<file path="src/rtl/note_mem_arbiter.sv">
// Note-memory front end: streams a loader image into a single-port BRAM, then
// arbitrates round-robin single-word reads from NUM_RD requesters.
module note_mem_arbiter #(
  parameter int unsigned NUM_RD = 4,
  parameter int unsigned ADDR_W = 12,
  parameter int unsigned DATA_W = 32
) (
  input  logic                     clk,
  input  logic                     rst_n,
  input  logic                     wr_valid,
  input  logic [DATA_W-1:0]        wr_word,
  output logic                     wr_ready,
  input  logic                     reload,
  input  logic [NUM_RD-1:0]        rd_req,
  input  logic [NUM_RD*ADDR_W-1:0] rd_addr,
  output logic [NUM_RD-1:0]        rd_grant,
  output logic [NUM_RD-1:0]        rd_valid,
  output logic [DATA_W-1:0]        rd_data,
  output logic                     rd_err,
  output logic [ADDR_W-1:0]        mem_addr,
  output logic                     mem_we,
  output logic [DATA_W-1:0]        mem_din,
  input  logic [DATA_W-1:0]        mem_dout,
  output logic                     loaded,
  output logic [ADDR_W:0]          note_count,
  output logic                     overflow
);

  localparam int unsigned IDX_W = (NUM_RD > 1) ? $clog2(NUM_RD) : 1;
  localparam int unsigned CNT_W = ADDR_W + 1;
  localparam logic [ADDR_W-1:0] PTR_MAX = '1;

  typedef enum logic [1:0] {LOAD, IDLE, READ, RESP} state_t;

  state_t              state_q;
  logic [ADDR_W-1:0]   wr_ptr_q;
  logic [IDX_W-1:0]    prio_q;
  logic [NUM_RD-1:0]   gsel_q;
  logic                err_q;
  logic                reload_pend_q;

  logic                wr_ready_q;
  logic [NUM_RD-1:0]   rd_grant_q;
  logic [NUM_RD-1:0]   rd_valid_q;
  logic [DATA_W-1:0]   rd_data_q;
  logic                rd_err_q;
  logic [ADDR_W-1:0]   mem_addr_q;
  logic                mem_we_q;
  logic [DATA_W-1:0]   mem_din_q;
  logic                loaded_q;
  logic [CNT_W-1:0]    note_count_q;
  logic                overflow_q;

  logic                gnt_found;
  logic [IDX_W-1:0]    gnt_idx;
  logic [NUM_RD-1:0]   gnt_onehot;
  logic [ADDR_W-1:0]   sel_addr;
  logic [IDX_W-1:0]    prio_next;
  logic                is_end;
  logic                accept;

  assign is_end    = (wr_word[DATA_W-1 -: 3] == 3'b111);
  assign accept    = wr_valid & wr_ready_q;
  assign prio_next = (gnt_idx == IDX_W'(NUM_RD - 1)) ? '0 : gnt_idx + IDX_W'(1);

  // Round-robin pick: first requester at or after prio_q, wrapping.
  always_comb begin
    int unsigned j;
    j          = 0;
    gnt_found  = 1'b0;
    gnt_idx    = '0;
    gnt_onehot = '0;
    sel_addr   = '0;
    for (int unsigned k = 0; k < NUM_RD; k++) begin
      j = 32'(prio_q) + k;
      if (j >= NUM_RD) j = j - NUM_RD;
      if (!gnt_found && rd_req[j]) begin
        gnt_found = 1'b1;
        gnt_idx   = IDX_W'(j);
      end
    end
    for (int unsigned i = 0; i < NUM_RD; i++) begin
      if (IDX_W'(i) == gnt_idx) begin
        gnt_onehot[i] = gnt_found;
        sel_addr      = rd_addr[i*ADDR_W +: ADDR_W];
      end
    end
  end

  always_ff @(posedge clk or negedge rst_n) begin
    if (!rst_n) begin
      state_q       <= LOAD;
      wr_ptr_q      <= '0;
      prio_q        <= '0;
      gsel_q        <= '0;
      err_q         <= 1'b0;
      reload_pend_q <= 1'b0;
      wr_ready_q    <= 1'b0;
      rd_grant_q    <= '0;
      rd_valid_q    <= '0;
      rd_data_q     <= '0;
      rd_err_q      <= 1'b0;
      mem_addr_q    <= '0;
      mem_we_q      <= 1'b0;
      mem_din_q     <= '0;
      loaded_q      <= 1'b0;
      note_count_q  <= '0;
      overflow_q    <= 1'b0;
    end else begin
      mem_we_q   <= 1'b0;
      rd_grant_q <= '0;
      rd_valid_q <= '0;
      rd_err_q   <= 1'b0;
      case (state_q)
        LOAD: begin
          wr_ready_q <= 1'b1;
          if (accept) begin
            mem_we_q   <= 1'b1;
            mem_addr_q <= wr_ptr_q;
            mem_din_q  <= wr_word;
            if (is_end) begin
              loaded_q   <= 1'b1;
              wr_ready_q <= 1'b0;
              state_q    <= IDLE;
            end else begin
              note_count_q <= note_count_q + CNT_W'(1);
              // Last cell taken without an end marker: stop, pointer stays.
              if (wr_ptr_q == PTR_MAX) begin
                overflow_q <= 1'b1;
                loaded_q   <= 1'b1;
                wr_ready_q <= 1'b0;
                state_q    <= IDLE;
              end else begin
                wr_ptr_q <= wr_ptr_q + ADDR_W'(1);
              end
            end
          end
        end
        IDLE: begin
          if (reload || reload_pend_q) begin
            reload_pend_q <= 1'b0;
            loaded_q      <= 1'b0;
            overflow_q    <= 1'b0;
            note_count_q  <= '0;
            wr_ptr_q      <= '0;
            wr_ready_q    <= 1'b1;
            state_q       <= LOAD;
          end else if (gnt_found) begin
            rd_grant_q <= gnt_onehot;
            gsel_q     <= gnt_onehot;
            mem_addr_q <= sel_addr;
            err_q      <= ({1'b0, sel_addr} >= note_count_q);
            prio_q     <= prio_next;
            state_q    <= READ;
          end
        end
        READ: begin
          if (reload) reload_pend_q <= 1'b1;
          state_q <= RESP;
        end
        RESP: begin
          if (reload) reload_pend_q <= 1'b1;
          rd_valid_q <= gsel_q;
          rd_err_q   <= err_q;
          rd_data_q  <= err_q ? '0 : mem_dout;
          state_q    <= IDLE;
        end
        default: state_q <= LOAD;
      endcase
    end
  end

  assign wr_ready   = wr_ready_q;
  assign rd_grant   = rd_grant_q;
  assign rd_valid   = rd_valid_q;
  assign rd_data    = rd_data_q;
  assign rd_err     = rd_err_q;
  assign mem_addr   = mem_addr_q;
  assign mem_we     = mem_we_q;
  assign mem_din    = mem_din_q;
  assign loaded     = loaded_q;
  assign note_count = note_count_q;
  assign overflow   = overflow_q;

endmodule

</file>
<file path="config.mk">
export PLATFORM = sky130hd
export DESIGN_NAME = note_mem_arbiter
export DESIGN_NICKNAME = d
export VERILOG_FILES = /design/src/rtl/note_mem_arbiter.sv
export SDC_FILE = /design/constraint.sdc
export NUM_CORES = 1
export LEC_CHECK = 0
export ABC_CLOCK_PERIOD_IN_PS = 3220
export CORE_AREA = 3 3 127 129
export CTS_CLUSTER_DIAMETER = 40
export DETAILED_ROUTE_END_ITERATION = 10
export DIE_AREA = 0 0 130 132
export PLACE_DENSITY = 0.88
export REMOVE_ABC_BUFFERS = 1
export SYNTH_ARGS = -nofsm -noshare
export SYNTH_HDL_FRONTEND = slang
export SYNTH_SLANG_ARGS = --single-unit
</file>
<file path="constraint.sdc">
create_clock -name clk -period 3.22 [get_ports clk]
set_input_delay 0.483 -clock clk [delete_from_list [all_inputs] [get_ports clk]]
set_output_delay 0.483 -clock clk [all_outputs]
set_load 0.05 [all_outputs]
</file>
==> results of run 1 <==
## layer usage
layer  up-vias  global-route usage (%)  wire length, microns
li1       2600                       -                     -
met1      2650                    25.1                  7080
met2       279                    36.0                  9010
met3        48                    5.83                  1470
met4         0                    8.55                   528
met5         -                       0                     0
## kinds of logic (layout without fill, tap and decap cells)
| group | after synthesis | in the layout | synth area share [%] |
|---|---|---|---|
| other cells | 0 | 1 | 0 |
| compound gates | 147 | 147 | 14.0 |
| xor+xnor | 16 | 16 | 2.29 |
| simple gates | 161 | 161 | 12.9 |
| flops | 124 | 124 | 50.7 |
| buf+inv | 99 | 346 | 6.48 |
| fa+ha+maj | 23 | 23 | 4.70 |
| mux | 50 | 50 | 8.93 |
## report_power, final
part / total [mW] / internal [mW] / switching [mW] / leakage, nW
clock: 1.96 / 1.24 / 0.717 / 0.295
combinational: 5.21 / 1.96 / 3.25 / 2.19
sequential: 2.45 / 2.11 / 0.343 / 1.60
## stage by stage
step | setup TNS (ns) | instances | cell area (sq um) | power (mW) | util [%]
2_1_floorplan | 0 | 588 | 5980 | 5.70 | -
3_3_place_gp | -0.341 | 1022 | 8650 | 7.49 | 57.1
3_5_place_dp | -0.487 | 1022 | 8650 | 7.61 | 57.1
4_1_cts | 0 | 1054 | 9260 | 9.63 | 61.2
5_1_grt | -0.00472 | 1055 | 9320 | 10.2 | 61.5
6_report | 0 | 1056 | 9320 | 9.62 | 61.5
## placed cells by master (no fill, tap or decap), types with 4 or more instances in the layout
cell	n
sky130_fd_sc_hd__a211oi_1	4
sky130_fd_sc_hd__a21o_1	5
sky130_fd_sc_hd__a21oi_1	29
sky130_fd_sc_hd__a22o_1	9
sky130_fd_sc_hd__a31oi_1	4
sky130_fd_sc_hd__and2_1	11
sky130_fd_sc_hd__and3_1	7
sky130_fd_sc_hd__buf_4	24
sky130_fd_sc_hd__clkbuf_16	17
sky130_fd_sc_hd__clkdlybuf4s50_1	217
sky130_fd_sc_hd__dfrtp_1	123
sky130_fd_sc_hd__ha_1	20
sky130_fd_sc_hd__inv_1	67
sky130_fd_sc_hd__inv_6	4
sky130_fd_sc_hd__mux2_2	37
sky130_fd_sc_hd__mux2i_1	13
sky130_fd_sc_hd__nand2_1	67
sky130_fd_sc_hd__nand3_1	11
sky130_fd_sc_hd__nand4_1	14
sky130_fd_sc_hd__nor2_1	23
sky130_fd_sc_hd__nor3_1	6
sky130_fd_sc_hd__o21ai_0	73
sky130_fd_sc_hd__xnor2_1	10
sky130_fd_sc_hd__xor2_1	6
## what timing repair did
item / 4_1_cts / 5_1_grt
pin swaps: 0 / 3
gates resized for setup: 1 / 13
buffers inserted: 0 / 1
setup endpoints to repair: 1 / 1
## flip-flops by register name (all words and copies together), names as in the netlist
register       count
rd_grant           4
loaded             1
note_count        13
wr_ptr_q          12
mem_addr          12
mem_we             1
overflow           1
prio_q             2
reload_pend_q      1
wr_ready           1
rd_data           32
gsel_q             4
rd_err             1
state_q            2
err_q              1
rd_valid           4
mem_din           32
## final cells by class
class                      count  share of cell area (%)
inverter                      67                    2.70
clock buffer                  19                    4.75
tap                          188                    2.52
clock inverter                13                    1.76
multi-input combinational    397                    28.6
antenna                        1                  0.0269
sequential                   124                    33.3
timing repair buffer         247                    26.3
## worst max-delay path, cell delays in order (launching register included)
cell	delay [ns]
sky130_fd_sc_hd__dfrtp_1	0.37
sky130_fd_sc_hd__inv_1	0.08
sky130_fd_sc_hd__o21ai_1	0.16
sky130_fd_sc_hd__o31ai_2	0.08
sky130_fd_sc_hd__o22a_1	0.20
sky130_fd_sc_hd__buf_4	0.16
sky130_fd_sc_hd__ha_1	0.21
sky130_fd_sc_hd__buf_12	0.16
sky130_fd_sc_hd__buf_4	0.16
sky130_fd_sc_hd__a22o_1	0.22
sky130_fd_sc_hd__ha_1	0.30
sky130_fd_sc_hd__nand3_1	0.11
sky130_fd_sc_hd__nor2_1	0.11
sky130_fd_sc_hd__o21ai_0	0.08
sky130_fd_sc_hd__a221o_1	0.35
sky130_fd_sc_hd__a31oi_1	0.17
## worst max path at each step
stage / from / to / slack, ns / cells past startpoint
after floorplan: rd_req[2] / err_q$_DFFE_PN0P_ / 0.16 / 14
after global placement: rd_req[3] / err_q$_DFFE_PN0P_ / -0.34 / 14
after detailed placement: rd_req[3] / err_q$_DFFE_PN0P_ / -0.49 / 14
after CTS: rd_req[3] / err_q$_DFFE_PN0P_ / 0.08 / 14
after global routing: prio_q[1]$_DFFE_PN0P_ / err_q$_DFFE_PN0P_ / -0.005 / 15
final: prio_q[0]$_DFFE_PN0P_ / err_q$_DFFE_PN0P_ / 0.22 / 15
==> insert_results.sql, run 1 <==
INSERT INTO impl_metrics (metric_group, metric, value, unit) VALUES
('outcome', 'run_status', 'complete, no violations', ''),
('clocking', 'cts_hold_buf', '0', ''),
('drt', 'drt_first_iter_violations', '342', ''),
('drt', 'routed_via_density', '5.28', ''),
('die', 'floorplan.core_area', '15100', 'sq um'),
('synth', 'async_reset_ff_share', '100', '%'),
('synth', 'synth.lib_cells_used.distinct', '50', ''),
('hold_path', 'min-delay-path-class', 'input port to async pin', ''),
('drt', 'total_length_of_routed_wires', '18.1', 'mm'),
('synth', 'synth_flop_cell', 'sky130_fd_sc_hd__dfrtp_1', ''),
('die', 'initial_utilization', '40.4', '%'),
('placement', 'port-buffer-count', '221', ''),
('clocking', 'ctsRootBufferMaster', 'sky130_fd_sc_hd__clkbuf_16', ''),
('sta', 'setup_violations', '0', ''),
('synth', 'area_share_of_the_leading_cell_type_in_the_synthesized_netlist', '50.7', '%'),
('power', 'pwr_density_cell', '1030', 'nW/um^2'),
('synth', 'number_of_enable_flip_flop_cells_after_synthesis', '0', ''),
('clocking', 'cts.sink_count', '124', ''),
('sta', 'final_period_minus_worst_setup_slack', '3.00', 'ns'),
('synth', 'yosys_warns', '0', ''),
('drt', 'route.detailed.wl_per_inst', '17.1', 'microns'),
('sta', 'hold_slack', '0.0192', 'ns'),
('drt', 'num_vias', '5577', ''),
('clocking', 'cts_made_buffers', '17', ''),
('final_layout', 'fin_nets', '997', ''),
('drt', 'final_antenna_violating_net_count', '0', ''),
('placement', 'place.detailed.hpwl', '13.3', 'mm'),
('critical_path', 'critPathLaunchType', 'flop', ''),
('global_route', 'first_global_vias', '5680', ''),
('synth', 'biggest_area_consumer_among_synthesized_cells', 'sky130_fd_sc_hd__dfrtp_1', ''),
('power', 'cellLeakagePower', '4.08', 'nW'),
('critical_path', 'cp_data_arrival_time', '3.32', 'ns'),
('critical_path', 'path_max_fanout', '14', ''),
('clocking', 'tritoncts', 'done', ''),
('critical_path', 'capture_instance_of_the_worst_register_to_register_path', 'err_q$_DFFE_PN0P_', ''),
('flow_run', 'drv.max_cap_violation_count', '0', ''),
('clocking', 'clock_latency', '0.42', 'ns'),
('sta', 'finClkSkew', '0.0116', 'ns'),
('critical_path', 'r2r.worst_path.cells', '15', ''),
('drt', 'drt_pass1_iterations', '5', ''),
('final_layout', 'drive_above_1_share', '13.4', '%'),
('critical_path', 'worst-setup-path-type', 'flop to flop', ''),
('die', 'row_count', '45', ''),
('placement', 'pre_cts_setup_slack', '-0.487', 'ns'),
('sta', 'timing_worst_slew_pin_value', '0.972', 'ns'),
('final_layout', 'synthToLayoutAreaGrowth', '52.2', '%'),
('die', 'die_w', '130', 'microns'),
('global_route', 'gr-usage-all-layers', '21.2', '%'),
('synth', 'synth_seq_cells', '124', ''),
('global_route', 'global_route_wire_length_before_repair', '28.8', 'mm'),
('critical_path', 'reg2reg_from', 'prio_q[0]$_DFFE_PN0P_', ''),
('sta', 'postLayoutSetupSlackWorst', '0.222', 'ns'),
('sta', 'hold_violations', '0', ''),
('die', 'die_area', '17200', 'sq um'),
('drt', 'drc_errors', '0', ''),
('placement', 'gp_congestion', '0.867', ''),
('final_layout', 'fillers', '1157', ''),
('clocking', 'cts-root-to-sink-buffers', '2', ''),
('global_route', 'total_global_routing_overflow', '0', ''),
('synth', 'synth_area_leaders', 'sky130_fd_sc_hd__dfrtp_1 51%, sky130_fd_sc_hd__mux2_2 6.8%, sky130_fd_sc_hd__o21ai_0 6.0%', ''),
('clocking', 'cts.htree.levels', '4', ''),
('synth', 'syn_area', '6120', 'sq um'),
('die', 'top_level_ports', '222', ''),
('sta', 'max_freq', '0.334', 'GHz'),
('clocking', 'clk_pin_slew', '0.06', 'ns'),
('final_layout', 'sequential_cell_area', '3100', 'sq um'),
('power', 'ir_drop', '0.530', 'mV'),
('final_layout', 'multi_input_area', '2670', 'sq um'),
('sta', 'number_of_max_slew_violations_in_the_final_report', '0', ''),
('synth', 'synth.avg_cell_area', '9.87', 'sq um'),
('sta', 'timing.final.crit_share', '93.1', '%'),
('critical_path', 'timing.reg2reg.setup_slack', '0.22', 'ns'),
('synth', 'syn_inst', '620', ''),
('global_route', 'grt_max_degree', '92', ''),
('sta', 'normalized_max_slew_margin', '35.0', '%'),
('synth', 'post_synth_most_frequent_cells', '124 x sky130_fd_sc_hd__dfrtp_1, 74 x sky130_fd_sc_hd__o21ai_0, 67 x sky130_fd_sc_hd__inv_1, 67 x sky130_fd_sc_hd__nand2_1, 37 x sky130_fd_sc_hd__mux2_2', ''),
('critical_path', 'cp_data_required_time', '3.55', 'ns'),
('synth', 'sequential_to_total_area_share_from_yosys_stat', '50.7', '%'),
('synth', 'synth_most_common_cell', 'sky130_fd_sc_hd__dfrtp_1', ''),
('critical_path', 'timing.critical_path.to_type', 'flop', ''),
('global_route', 'initial_antenna_violation_count', '1', ''),
('die', 'die_h', '132', 'microns');
No activity file was read; power rests on OpenSTA's default activity.
==> run 2: changes to the inputs <==
- GPL_TIMING_DRIVEN: unset -> 1
- RECOVER_POWER: unset -> 50
- SETUP_SLACK_MARGIN: unset -> 0.15
==> insert_results.sql, run 2 (synthesis results as in run 1) <==
INSERT INTO impl_metrics (metric_group, metric, value, unit) VALUES
('placement', 'place.detailed.hpwl', '13.3', 'mm'),
('clocking', 'clock_latency', '0.41', 'ns'),
('final_layout', 'antennaDiodeCount', '0', ''),
('hold_path', 'holdPathStages', '2', ''),
('global_route', 'total_global_routing_overflow', '0', ''),
('critical_path', 'r2r.worst_path.cells', '15', ''),
('placement', 'port-buffer-count', '221', ''),
('final_layout', 'fillers', '1118', ''),
('drt', 'route.detailed.wl_per_inst', '17.8', 'microns'),
('drt', 'final_antenna_violating_net_count', '0', ''),
('placement', 'gp_congestion', '0.867', ''),
('clocking', 'clk_pin_slew', '0.06', 'ns'),
('drt', 'drc_errors', '0', ''),
('critical_path', 'critical_path.n_buffers_inverters', '3', ''),
('final_layout', 'final_design_area_no_fill', '9510', 'sq um'),
('placement', 'place_area', '8650', 'sq um'),
('sta', 'setup_violations', '0', ''),
('power', 'pwr_density_cell', '1040', 'nW/um^2'),
('global_route', 'first_global_vias', '5719', ''),
('sta', 'max_freq', '0.331', 'GHz'),
('critical_path', 'worst-setup-path-type', 'flop to flop', ''),
('critical_path', 'cp_data_required_time', '3.54', 'ns'),
('hold_path', 'hold_path_end', 'mem_addr[7]$_DFFE_PN0P_', ''),
('clocking', 'cts.htree.levels', '4', ''),
('critical_path', 'reg2reg_from', 'prio_q[1]$_DFFE_PN0P_', ''),
('clocking', 'ctsRootBufferMaster', 'sky130_fd_sc_hd__clkbuf_16', ''),
('die', 'die_area', '17200', 'sq um'),
('flow_run', 'drv.max_cap_violation_count', '2', ''),
('final_layout', 'sequential_cell_area', '3100', 'sq um'),
('critical_path', 'path_cells', 'nand2b_4 > a21oi_2 > a211oi_2 > inv_2 > ha_4 > buf_6 > buf_4 > a21oi_1 > o21ai_0 > a22o_1 > ha_1 > nand4b_1 > a311oi_2 > nor2_1 > a31oi_1', ''),
('critical_path', 'worst_path_largest_cell_delay', '0.44', 'ns'),
('sta', 'hold_violations', '0', ''),
('clocking', 'tritoncts', 'done', ''),
('die', 'initial_utilization', '40.4', '%'),
('drt', 'total_length_of_routed_wires', '19.0', 'mm'),
('hold_path', 'min-delay-path-class', 'flop to flop', ''),
('sta', 'normalized_max_slew_margin', '-26.7', '%'),
('final_layout', 'drive_above_1_share', '15.5', '%'),
('die', 'floorplan.core_area', '15100', 'sq um'),
('sta', 'timing.final.crit_share', '93.9', '%'),
('global_route', 'initial_antenna_violation_count', '0', ''),
('sta', 'finClkSkew', '0.0118', 'ns'),
('final_layout', 'finish.utilization', '62.8', '%'),
('outcome', 'run_status', 'complete, but fails checks', ''),
('final_layout', 'layout_commonest_cell', 'sky130_fd_sc_hd__clkdlybuf4s50_1', ''),
('critical_path', 'worst-path-stages', '15', ''),
('global_route', 'grt_max_degree', '92', ''),
('clocking', 'cts_made_buffers', '17', ''),
('final_layout', 'fin_nets', '1006', ''),
('critical_path', 'timing.reg2reg.setup_slack', '0.20', 'ns'),
('sta', 'timing_worst_slew_pin_value', '1.90', 'ns'),
('power', 'cellLeakagePower', '4.14', 'nW'),
('critical_path', 'path_max_fanout', '6', ''),
('hold_path', 'min-delay-start', 'mem_addr[7]$_DFFE_PN0P_', ''),
('critical_path', 'cpMaxStageDelayCell', 'sky130_fd_sc_hd__dfrtp_2', ''),
('sta', 'setup_repair_after_global_routing_missed_its_margin', 'false', ''),
('global_route', 'global_route_wire_length_before_repair', '28.9', 'mm'),
('sta', 'number_of_max_slew_violations_in_the_final_report', '68', ''),
('drt', 'num_vias', '5706', ''),
('global_route', 'gr-usage-all-layers', '21.3', '%'),
('power', 'ir_drop', '0.530', 'mV'),
('critical_path', 'critPathLaunchType', 'flop', ''),
('die', 'die_h', '132', 'microns'),
('critical_path', 'cp_data_arrival_time', '3.35', 'ns'),
('die', 'row_count', '45', ''),
('final_layout', 'synthToLayoutAreaGrowth', '55.4', '%'),
('drt', 'routed_via_density', '5.36', ''),
('die', 'die_w', '130', 'microns'),
('clocking', 'cts_hold_buf', '0', ''),
('sta', 'final_period_minus_worst_setup_slack', '3.02', 'ns'),
('drt', 'drt_pass1_iterations', '5', ''),
('critical_path', 'capture_instance_of_the_worst_register_to_register_path', 'err_q$_DFFE_PN0P_', ''),
('final_layout', 'multi_input_area', '2780', 'sq um'),
('critical_path', 'timing.critical_path.max_delay_family', 'compound AO/OA/AOI/OAI gates', ''),
('outcome', 'violations', 'max-capacitance violations, max-slew violations', ''),
('drt', 'drt_first_iter_violations', '413', ''),
('final_layout', 'mostFrequentLayoutCells', '217 x sky130_fd_sc_hd__clkdlybuf4s50_1, 123 x sky130_fd_sc_hd__dfrtp_1, 68 x sky130_fd_sc_hd__o21ai_0', ''),
('clocking', 'cts-root-to-sink-buffers', '2', ''),
('clocking', 'cts.sink_count', '124', ''),
('critical_path', 'timing.critical_path.to_type', 'flop', ''),
('die', 'top_level_ports', '222', '');
## run 2: layer usage
layer	vias to the layer above	part of all wire, %	GRT usage, %
met3	45	7.9	5.88
met2	318	50	36.0
met5	-	0	0
met4	0	3.0	8.83
li1	2619	-	-
met1	2724	39	25.3
## run 2: report_power, final
part           switching, mW  internal, mW
clock network          0.721          1.24
registers              0.349          2.11
logic                   3.38          2.13
total                   4.46          5.48
## run 2: cell type report
| cell class | instances | area share, % |
|---|---|---|
| Tap cell | 188 | 2.47 |
| Timing Repair Buffer | 256 | 26.6 |
| Clock inverter | 13 | 1.72 |
| Multi-Input combinational cell | 397 | 29.3 |
| Sequential cell | 124 | 32.6 |
| Clock buffer | 19 | 4.66 |
| Inverter | 67 | 2.64 |
## run 2: metrics by stage
stage                     hold WS, ns  worst slack (ns)  std cells  TNS [ns]  power, mW
after global routing            0.513            0.0476       1064         0       10.5
after floorplan                 0.187             0.162        588         0       5.70
after detailed placement        0.461            -0.487       1022    -0.487       7.61
final                           0.477             0.195       1064         0       9.93
after global placement          0.456            -0.341       1022    -0.341       7.49
after CTS                      0.0116             0.154       1056         0       9.67
## run 2: repair_timing
item,4_1_cts,5_1_grt
endpoints found under the hold margin,0,0
gates resized for setup,6,35
buffers inserted,2,7
cloned,0,1
pin swaps,1,12
setup endpoints to repair,1,1
## run 2: how the worst max path moves through the flow
| stage | startpoint | to | slack (ns) |
|---|---|---|---|
| floorplan | rd_req[2] | err_q$_DFFE_PN0P_ | 0.16 |
| global placement | rd_req[3] | err_q$_DFFE_PN0P_ | -0.34 |
| detailed placement | rd_req[3] | err_q$_DFFE_PN0P_ | -0.49 |
| CTS | rd_req[3] | err_q$_DFFE_PN0P_ | 0.15 |
| global route | prio_q[1]$_DFFE_PN0P_ | err_q$_DFFE_PN0P_ | 0.05 |
| finish | prio_q[1]$_DFFE_PN0P_ | err_q$_DFFE_PN0P_ | 0.20 |
## run 2: tightest hold or removal path, stage by stage (launching register included)
cell and delay [ns]:
sky130_fd_sc_hd__dfrtp_1 0.33, sky130_fd_sc_hd__nand2_1 0.04, sky130_fd_sc_hd__o21ai_0 0.06
